[src/rtl/imem_dmem_port_arbiter.sv]
// ---------------------------------------------------------------------------
// imem_dmem_port_arbiter
//
// Shares one single-port memory with fixed read latency between the core's
// instruction-fetch port (if_*) and its load/store data port (d_*). Only one
// transaction is outstanding at a time. A new access can be issued on the
// completion cycle of the previous one, so the memory can take one access
// every MEM_LAT cycles.
//
// Handshake: a requester raises *_req with stable address/data and holds it
// until it sees *_gnt high in the same cycle. The grant is combinational and
// coincides with the memory strobe (m_req). The response arrives as a
// single-cycle *_rvalid pulse MEM_LAT cycles later. There is no back-pressure
// on responses. A fetch response can be suppressed with if_kill.
//
// Arbitration: the data port wins. After STARVE_MAX data grants in a row
// while a fetch is waiting, the fetch wins once.
//
// Ports:
//   clk, rst_n          clock, asynchronous active-low reset
//   if_req/if_addr      fetch request and address
//   if_kill             discard the outstanding fetch response
//   if_gnt              fetch accepted this cycle
//   if_rvalid/if_rdata  fetch response pulse and data
//   d_req/d_we/d_addr/d_wdata  load/store request
//   d_gnt               data request accepted this cycle
//   d_rvalid/d_rdata    load data or store acknowledge (rdata 0 for stores)
//   m_req/m_we/m_addr/m_wdata  memory access strobe and command
//   m_rdata             memory read data, valid MEM_LAT cycles after m_req
// ---------------------------------------------------------------------------
module imem_dmem_port_arbiter #(
    parameter int ADDR_W     = 32,
    parameter int DATA_W     = 32,
    parameter int MEM_LAT    = 2,
    parameter int STARVE_MAX = 4
) (
    input  logic              clk,
    input  logic              rst_n,
    input  logic              if_req,
    input  logic [ADDR_W-1:0] if_addr,
    input  logic              if_kill,
    output logic              if_gnt,
    output logic              if_rvalid,
    output logic [DATA_W-1:0] if_rdata,
    input  logic              d_req,
    input  logic              d_we,
    input  logic [ADDR_W-1:0] d_addr,
    input  logic [DATA_W-1:0] d_wdata,
    output logic              d_gnt,
    output logic              d_rvalid,
    output logic [DATA_W-1:0] d_rdata,
    output logic              m_req,
    output logic              m_we,
    output logic [ADDR_W-1:0] m_addr,
    output logic [DATA_W-1:0] m_wdata,
    input  logic [DATA_W-1:0] m_rdata
);

    typedef enum logic {
        ST_IDLE = 1'b0,
        ST_WAIT = 1'b1
    } state_t;

    localparam logic [3:0] LAT_LAST   = 4'(MEM_LAT - 1);
    localparam logic [3:0] STARVE_LIM = 4'(STARVE_MAX);

    state_t     state_q, state_d;
    logic [3:0] lat_cnt_q, lat_cnt_d;
    logic       owner_q, owner_d;        // 0 = fetch, 1 = data
    logic       we_q, we_d;              // outstanding data access is a store
    logic [3:0] starve_cnt_q, starve_cnt_d;
    logic       kill_pend_q, kill_pend_d;

    logic completion;
    logic can_issue;
    logic fetch_wins;
    logic issue_if;
    logic issue_d;

    // Issue decision and arbitration.
    always_comb begin
        completion = (state_q == ST_WAIT) && (lat_cnt_q == LAT_LAST);
        // rst_n gates the combinational grant path so every output is 0
        // while reset is held, even with requests asserted.
        can_issue  = rst_n && ((state_q == ST_IDLE) || completion);
        fetch_wins = if_req && (!d_req || (starve_cnt_q == STARVE_LIM));
        issue_if   = can_issue && fetch_wins;
        issue_d    = can_issue && d_req && !fetch_wins;
    end

    // Request-side outputs.
    always_comb begin
        if_gnt  = issue_if;
        d_gnt   = issue_d;
        m_req   = issue_if || issue_d;
        m_we    = issue_d && d_we;
        m_addr  = '0;
        m_wdata = '0;
        if (issue_d) begin
            m_addr  = d_addr;
            m_wdata = d_wdata;
        end else if (issue_if) begin
            m_addr  = if_addr;
        end
    end

    // Response-side outputs. A kill on the completion cycle itself also
    // suppresses the fetch response.
    always_comb begin
        d_rvalid  = completion && owner_q;
        d_rdata   = (d_rvalid && !we_q) ? m_rdata : '0;
        if_rvalid = completion && !owner_q && !kill_pend_q && !if_kill;
        if_rdata  = if_rvalid ? m_rdata : '0;
    end

    // Next-state logic.
    always_comb begin
        state_d      = state_q;
        lat_cnt_d    = lat_cnt_q;
        owner_d      = owner_q;
        we_d         = we_q;
        kill_pend_d  = kill_pend_q;
        starve_cnt_d = starve_cnt_q;

        if (issue_if || issue_d) begin
            state_d     = ST_WAIT;
            lat_cnt_d   = '0;
            owner_d     = issue_d;
            we_d        = issue_d && d_we;
            kill_pend_d = 1'b0;
        end else if (state_q == ST_WAIT) begin
            if (completion) begin
                state_d     = ST_IDLE;
                lat_cnt_d   = '0;
                kill_pend_d = 1'b0;
            end else begin
                lat_cnt_d = lat_cnt_q + 4'd1;
                if (if_kill && !owner_q) begin
                    kill_pend_d = 1'b1;
                end
            end
        end

        // Counts data grants that overtook a waiting fetch.
        if (!if_req || issue_if) begin
            starve_cnt_d = '0;
        end else if (issue_d && (starve_cnt_q != STARVE_LIM)) begin
            starve_cnt_d = starve_cnt_q + 4'd1;
        end
    end

    always_ff @(posedge clk or negedge rst_n) begin
        if (!rst_n) begin
            state_q <= ST_IDLE;
        end else begin
            state_q <= state_d;
        end
    end

    always_ff @(posedge clk or negedge rst_n) begin
        if (!rst_n) begin
            lat_cnt_q    <= '0;
            owner_q      <= 1'b0;
            we_q         <= 1'b0;
            starve_cnt_q <= '0;
            kill_pend_q  <= 1'b0;
        end else begin
            lat_cnt_q    <= lat_cnt_d;
            owner_q      <= owner_d;
            we_q         <= we_d;
            starve_cnt_q <= starve_cnt_d;
            kill_pend_q  <= kill_pend_d;
        end
    end

endmodule

[config.mk]
export PLATFORM = sky130hd
export DESIGN_NAME = imem_dmem_port_arbiter
export DESIGN_NICKNAME = d
export VERILOG_FILES = /design/src/rtl/imem_dmem_port_arbiter.sv
export SDC_FILE = /design/constraint.sdc
export NUM_CORES = 1
export LEC_CHECK = 0
export CORE_AREA = 2 2 105 107
export DETAILED_ROUTE_END_ITERATION = 7
export DIE_AREA = 0 0 107 109
export GPL_TIMING_DRIVEN = 0
export HOLD_SLACK_MARGIN = 0.03
export PLACE_DENSITY_LB_ADDON = 0.3
export SETUP_SLACK_MARGIN = 0.4
export SYNTH_ARGS = -nofsm -noshare
export SYNTH_HDL_FRONTEND = slang
export SYNTH_SLANG_ARGS = --single-unit
[constraint.sdc]
create_clock -name clk -period 3.35 [get_ports clk]
set_input_delay 0.67 -clock clk [delete_from_list [all_inputs] [get_ports clk]]
set_output_delay 0.67 -clock clk [all_outputs]
set_load 0.1 [all_outputs]
-- Word-level counts from Yosys, hierarchy flattened
Index checks and enable logic that the tools add are counted.
- latch bits: 0
- memory bits (read-only): 0
- output and inout port bits: 134
- memory bits (writable): 0
- memories kept: 0
- flip-flop bits (word level): 12
- equal/unequal tests: 3
- divide/modulo/power cells: 0
- shift-type cells: 0
- add/sub/neg operators: 2
- $lt $le $gt $ge: 0
- multiplexer cells: 17
- reductions and logical operators: 29
- bitwise operators: 1
- $mul: 0
- operator list (operator ; number):
    2-to-1 mux 32 bit ; 5
    2-to-1 mux 4 bit ; 5
    logical AND 1 bit ; 14
    adder 4 x 1 -> 4 bit, second input constant ; 2
    logical NOT 1 bit ; 7
    2-to-1 mux 1 bit ; 7
    == test 4 x 1 -> 1 bit, second input constant ; 1
    == test 4 x 3 -> 1 bit, second input constant ; 1
    logical OR 1 bit ; 4
    inequality test 4 x 3 -> 1 bit, second input constant ; 1
    nonzero test 2 bit ; 2
    nonzero test 3 bit ; 1
    AND reduction 2 bit ; 1
    NOT 1 bit ; 1

-- Depth between registers and ports, before layout
Gate-level depths: netlist (run 1).
- depth in word-level cells: 9
- depth in mapped cells: 7

-- Worst setup path after synthesis (run 1)
Ideal clock, no wire load.
- path type: reg-to-output
- start: register lat_cnt_q[1]
- end: output port d_rvalid
- data arrival time: 3132 ps
- data required time: 2680 ps
- stages on the path, launching flop included: 6
- setup slack: -452 ps
- buffers on the path: 1
- cells stage by stage: dfrtp_1 -> inv_1 -> ha_1 -> or3b_1 -> buf_2 -> nor3_1
- cells in the longest elaborated chain, start to end: 3
- RTL lines (element ; line ; RTL):
    from (decl) ; 68 ; logic [3:0] lat_cnt_q, lat_cnt_d;
    from (signal assigned) ; 168 ; lat_cnt_q <= lat_cnt_d;
    == test 4 x 1 -> 1 bit ; 82 ; completion = (state_q == ST_WAIT) && (lat_cnt_q == LAT_LAST);
    logical AND 1 bit ; 82 ;
    logical AND 1 bit ; 110 ; d_rvalid = completion && owner_q;
    to (decl) ; 50 ; output logic d_rvalid,
No other way between the ends.

-- Worst setup path in the final report (run 1)
- start: input port d_req
- end: output port m_addr[28]
- cells in the longest elaborated chain, start to end: 6
- RTL lines (element ; line ; RTL):
    from (decl) ; 45 ; input logic d_req,
    logical NOT 1 bit ; 86 ; fetch_wins = if_req && (!d_req || (starve_cnt_q == STARVE_LIM));
    logical OR 1 bit ; 86 ;
    logical AND 1 bit ; 86 ;
    logical AND 1 bit or logical NOT 1 bit (tied branches) ; 87, 88 ;
    2-to-1 mux 32 bit or logical AND 1 bit (tied branches) ; 102, 88 ;
    2-to-1 mux 32 bit * ; 99 ; if (issue_d) begin
    to (decl) ; 54 ; output logic [ADDR_W-1:0] m_addr,
Every way passes the cells marked *; elsewhere a longest branch is shown, timed or not.

==> reports/results.tsv, run 1 <==
metric	value	unit
critPathKind	input port to output port	
timing.reg2reg.worst_path_depth	6	
end_kind	output port	
utilization	54.64	%
layout_commonest_cell	clkdlybuf4s50_1	
ant_nets	0	
vias	3391	
cts_root_buffer	clkbuf_8	
start_util	18.96	%
p_per_area	603.6	nW/um^2
die_area	11660	sq um
drv_cap	0	
final_cells	724	
yosysWarnings	0	
async_flop_share	100.0	%
holdWs	0.2755	ns
cts_made_buffers	3	
rsz0062_at_grt	yes	
overflow	0	
worst_clock_skew	0.006360	ns
hold_buffers	0	
r2r-end	we_q	
fin_setup_tns	0	ns
grt_antenna_before_repair	2	
status	finished clean	
cp-start-kind	input port	
syn_area	2011	sq um
ys.flop_type	dfrtp_1	
cp.required	2.68	ns
core-area	10600	sq um
syn_area_per_cell	6.636	sq um
worst_skew_pair.late_latency	0.24	ns
wirelength	11.93	mm
reg2reg_slack	1.80	ns
placed_cells	710	
drt_iter0_markers	161	
cts_sinks	12	
synth_edf_count	0	
ys_ff_latch	12	
synth_top_family_by_area	simple AND/OR/NAND/NOR gates	
synthSimpleGateAreaFrac	49.41	%
worstPathArrival	2.24	ns
synth-compound-area-share	22.40	%
routed_via_density	4.684	
first_global_vias	3300	
synth_cell_types	39	
final_hold_viol_count	0	
yosysSeqAreaShare	14.93	%
areaGrowthSynthToFinish	188.1	%
power.leakage	2.585	nW
synth_xor_area_share	0.4356	%
fmax	0.3436	GHz
gp_congestion	0.8257	
grt_max_degree	19	
hp-class	input port to async pin	
dpl.hpwl	8.786	mm
post_drt_wl_per_cell	16.48	um
layout_common_cells	clkdlybuf4s50_1 (130), buf_6 (60), buf_12 (49)	
pin_count	268	
synth_nets	441	
post-route-period-util	86.88	%
clock_path_buffers	2	
die_w	107	um
worstMarginPinSlew	0.5939	ns
grt.total_usage	17.47	%
worst_slew_margin_rel	60.59	%
synth_mux_area_share	0.4978	%
drc	0	
syn_inst	303	
h-tree-depth	1	
drive_gt1_share	41.34	%
drt-pass1-iter-count	4	
cts_tree	built	
fill_cells	945	
synth_fa_ha_area_share	2.489	%
crit_fanout	10	
port_buffers	267	
grt_pass1_wl	16.56	mm
max-vdd-ir-drop	0.0002784	V
nets	722	
dieHeight	109	um
setup_violations	0	
final-max-slew-violation-count	0	
cts.clk_slew.worst_paths	0.06	ns
rows	38	
crit-reg2reg-launch	starve_cnt_q[0]	
fin_crit	2.910	ns
## per-stage QoR
| step | power, mW | instance area [sq um] | setup WS (ns) |
|---|---|---|---|
| 5_1_grt | 3.617 | 5793 | 0.3699 |
| 3_5_place_dp | 2.909 | 4875 | -1.346 |
| 6_report | 3.497 | 5793 | 0.4397 |
| 3_3_place_gp | 2.889 | 4875 | -1.253 |
| 4_1_cts | 3.273 | 5279 | 0.3767 |
| 2_1_floorplan | 2.221 | 2027 | -0.1204 |
## critical path, stage by stage
cell and delay, ns:
clkdlybuf4s50_1 0.47, nor2b_2 0.27, clkbuf_2 0.26, o21ai_0 0.10, a21oi_1 0.14, buf_4 0.31
## cells by family (layout without fill, tap and decap cells)
group / after synthesis / count (layout)
buf+inv: 39 / 319
simple gates: 163 / 163
compound gates: 83 / 83
mux: 1 / 1
fa+ha+maj: 4 / 4
flops: 12 / 12
other cells: 0 / 1
xor+xnor: 1 / 1
## registers in the layout (all words and copies together), names as in the netlist
signal        cells
we_q              1
lat_cnt_q         4
owner_q           1
starve_cnt_q      4
kill_pend_q       1
state_q           1
## timing repair
action | 4_1_cts | 5_1_grt
endpoints found under the setup margin | 134 | 128
resized for setup | 988 | 115
buffers inserted | 2 | 2
gates cloned | 0 | 5
pin swaps | 2 | 2
## per-layer routing
layer / vias up / wire, um / track usage (%)
met5: - / 13 / 0
met4: 2 / 150 / 2.968
met3: 12 / 993 / 5.081
met2: 165 / 6219 / 34.62
met1: 1582 / 4552 / 18.39
li1: 1630 / - / -
## Yosys cell counts (4+ instances only)
cell      number  share of area, %
nand3_1       35               8.7
and3_1        33                10
and2_1        65                20
ha_1           4               2.5
inv_1          6               1.1
o21ai_0       35               8.7
a21oi_1       37               9.2
buf_6          6               3.4
clkbuf_1      21               3.9
dfrtp_1       12                15
nand2_1        8               1.5
buf_2          5               1.2
## cell type report
type / instances / area [sq um] / share of cell area, %
timing repair buffer: 276 / 3349 / 57.82
inverter: 7 / 26.28 / 0.4536
antenna: 1 / 2.502 / 0.04320
tap: 140 / 175.2 / 3.024
sequential: 12 / 301.5 / 5.205
multi-input combinational: 252 / 1652 / 28.51
buffer: 32 / 231.5 / 3.996
clock buffer: 4 / 55.05 / 0.9503
## worst max path at each step
stage	from	depth (start not counted)	slack, ns	to
floorplan	lat_cnt_q[1]	7	-0.12	m_addr[23]
global placement	rst_n	6	-1.25	m_wdata[18]
detailed placement	rst_n	6	-1.35	m_wdata[18]
CTS	lat_cnt_q[1]	8	0.38	if_rdata[4]
global route	d_req	6	0.37	m_addr[12]
finish	d_req	6	0.44	m_addr[28]
## report_power, final
part	internal, mW	switching [mW]	total, mW
Sequential	0.191	0.0502	0.242
Combinational	1.01	2.09	3.10
Clock	0.104	0.0551	0.159
Power figures use the tool's default switching activity.
==> run 2, diff against run 1 <==
--- a/config.mk
+++ b/config.mk
@@ -5,6 +5,7 @@
 export SDC_FILE = /design/constraint.sdc
 export NUM_CORES = 1
 export LEC_CHECK = 0
+export CAP_MARGIN = 20
 export CORE_AREA = 2 2 105 107
 export DETAILED_ROUTE_END_ITERATION = 7
 export DIE_AREA = 0 0 107 109
==> results of run 2 <==
No change in the layout: final DEF, timing and power equal those of run 1.
==> run 3, diff against run 2 <==
--- a/config.mk
+++ b/config.mk
@@ -7,6 +7,7 @@
 export LEC_CHECK = 0
 export CAP_MARGIN = 20
 export CORE_AREA = 2 2 105 107
+export CTS_CLUSTER_SIZE = 16
 export DETAILED_ROUTE_END_ITERATION = 7
 export DIE_AREA = 0 0 107 109
 export GPL_TIMING_DRIVEN = 0
==> results of run 3 <==
No change in the layout: final DEF, timing and power equal those of run 1.
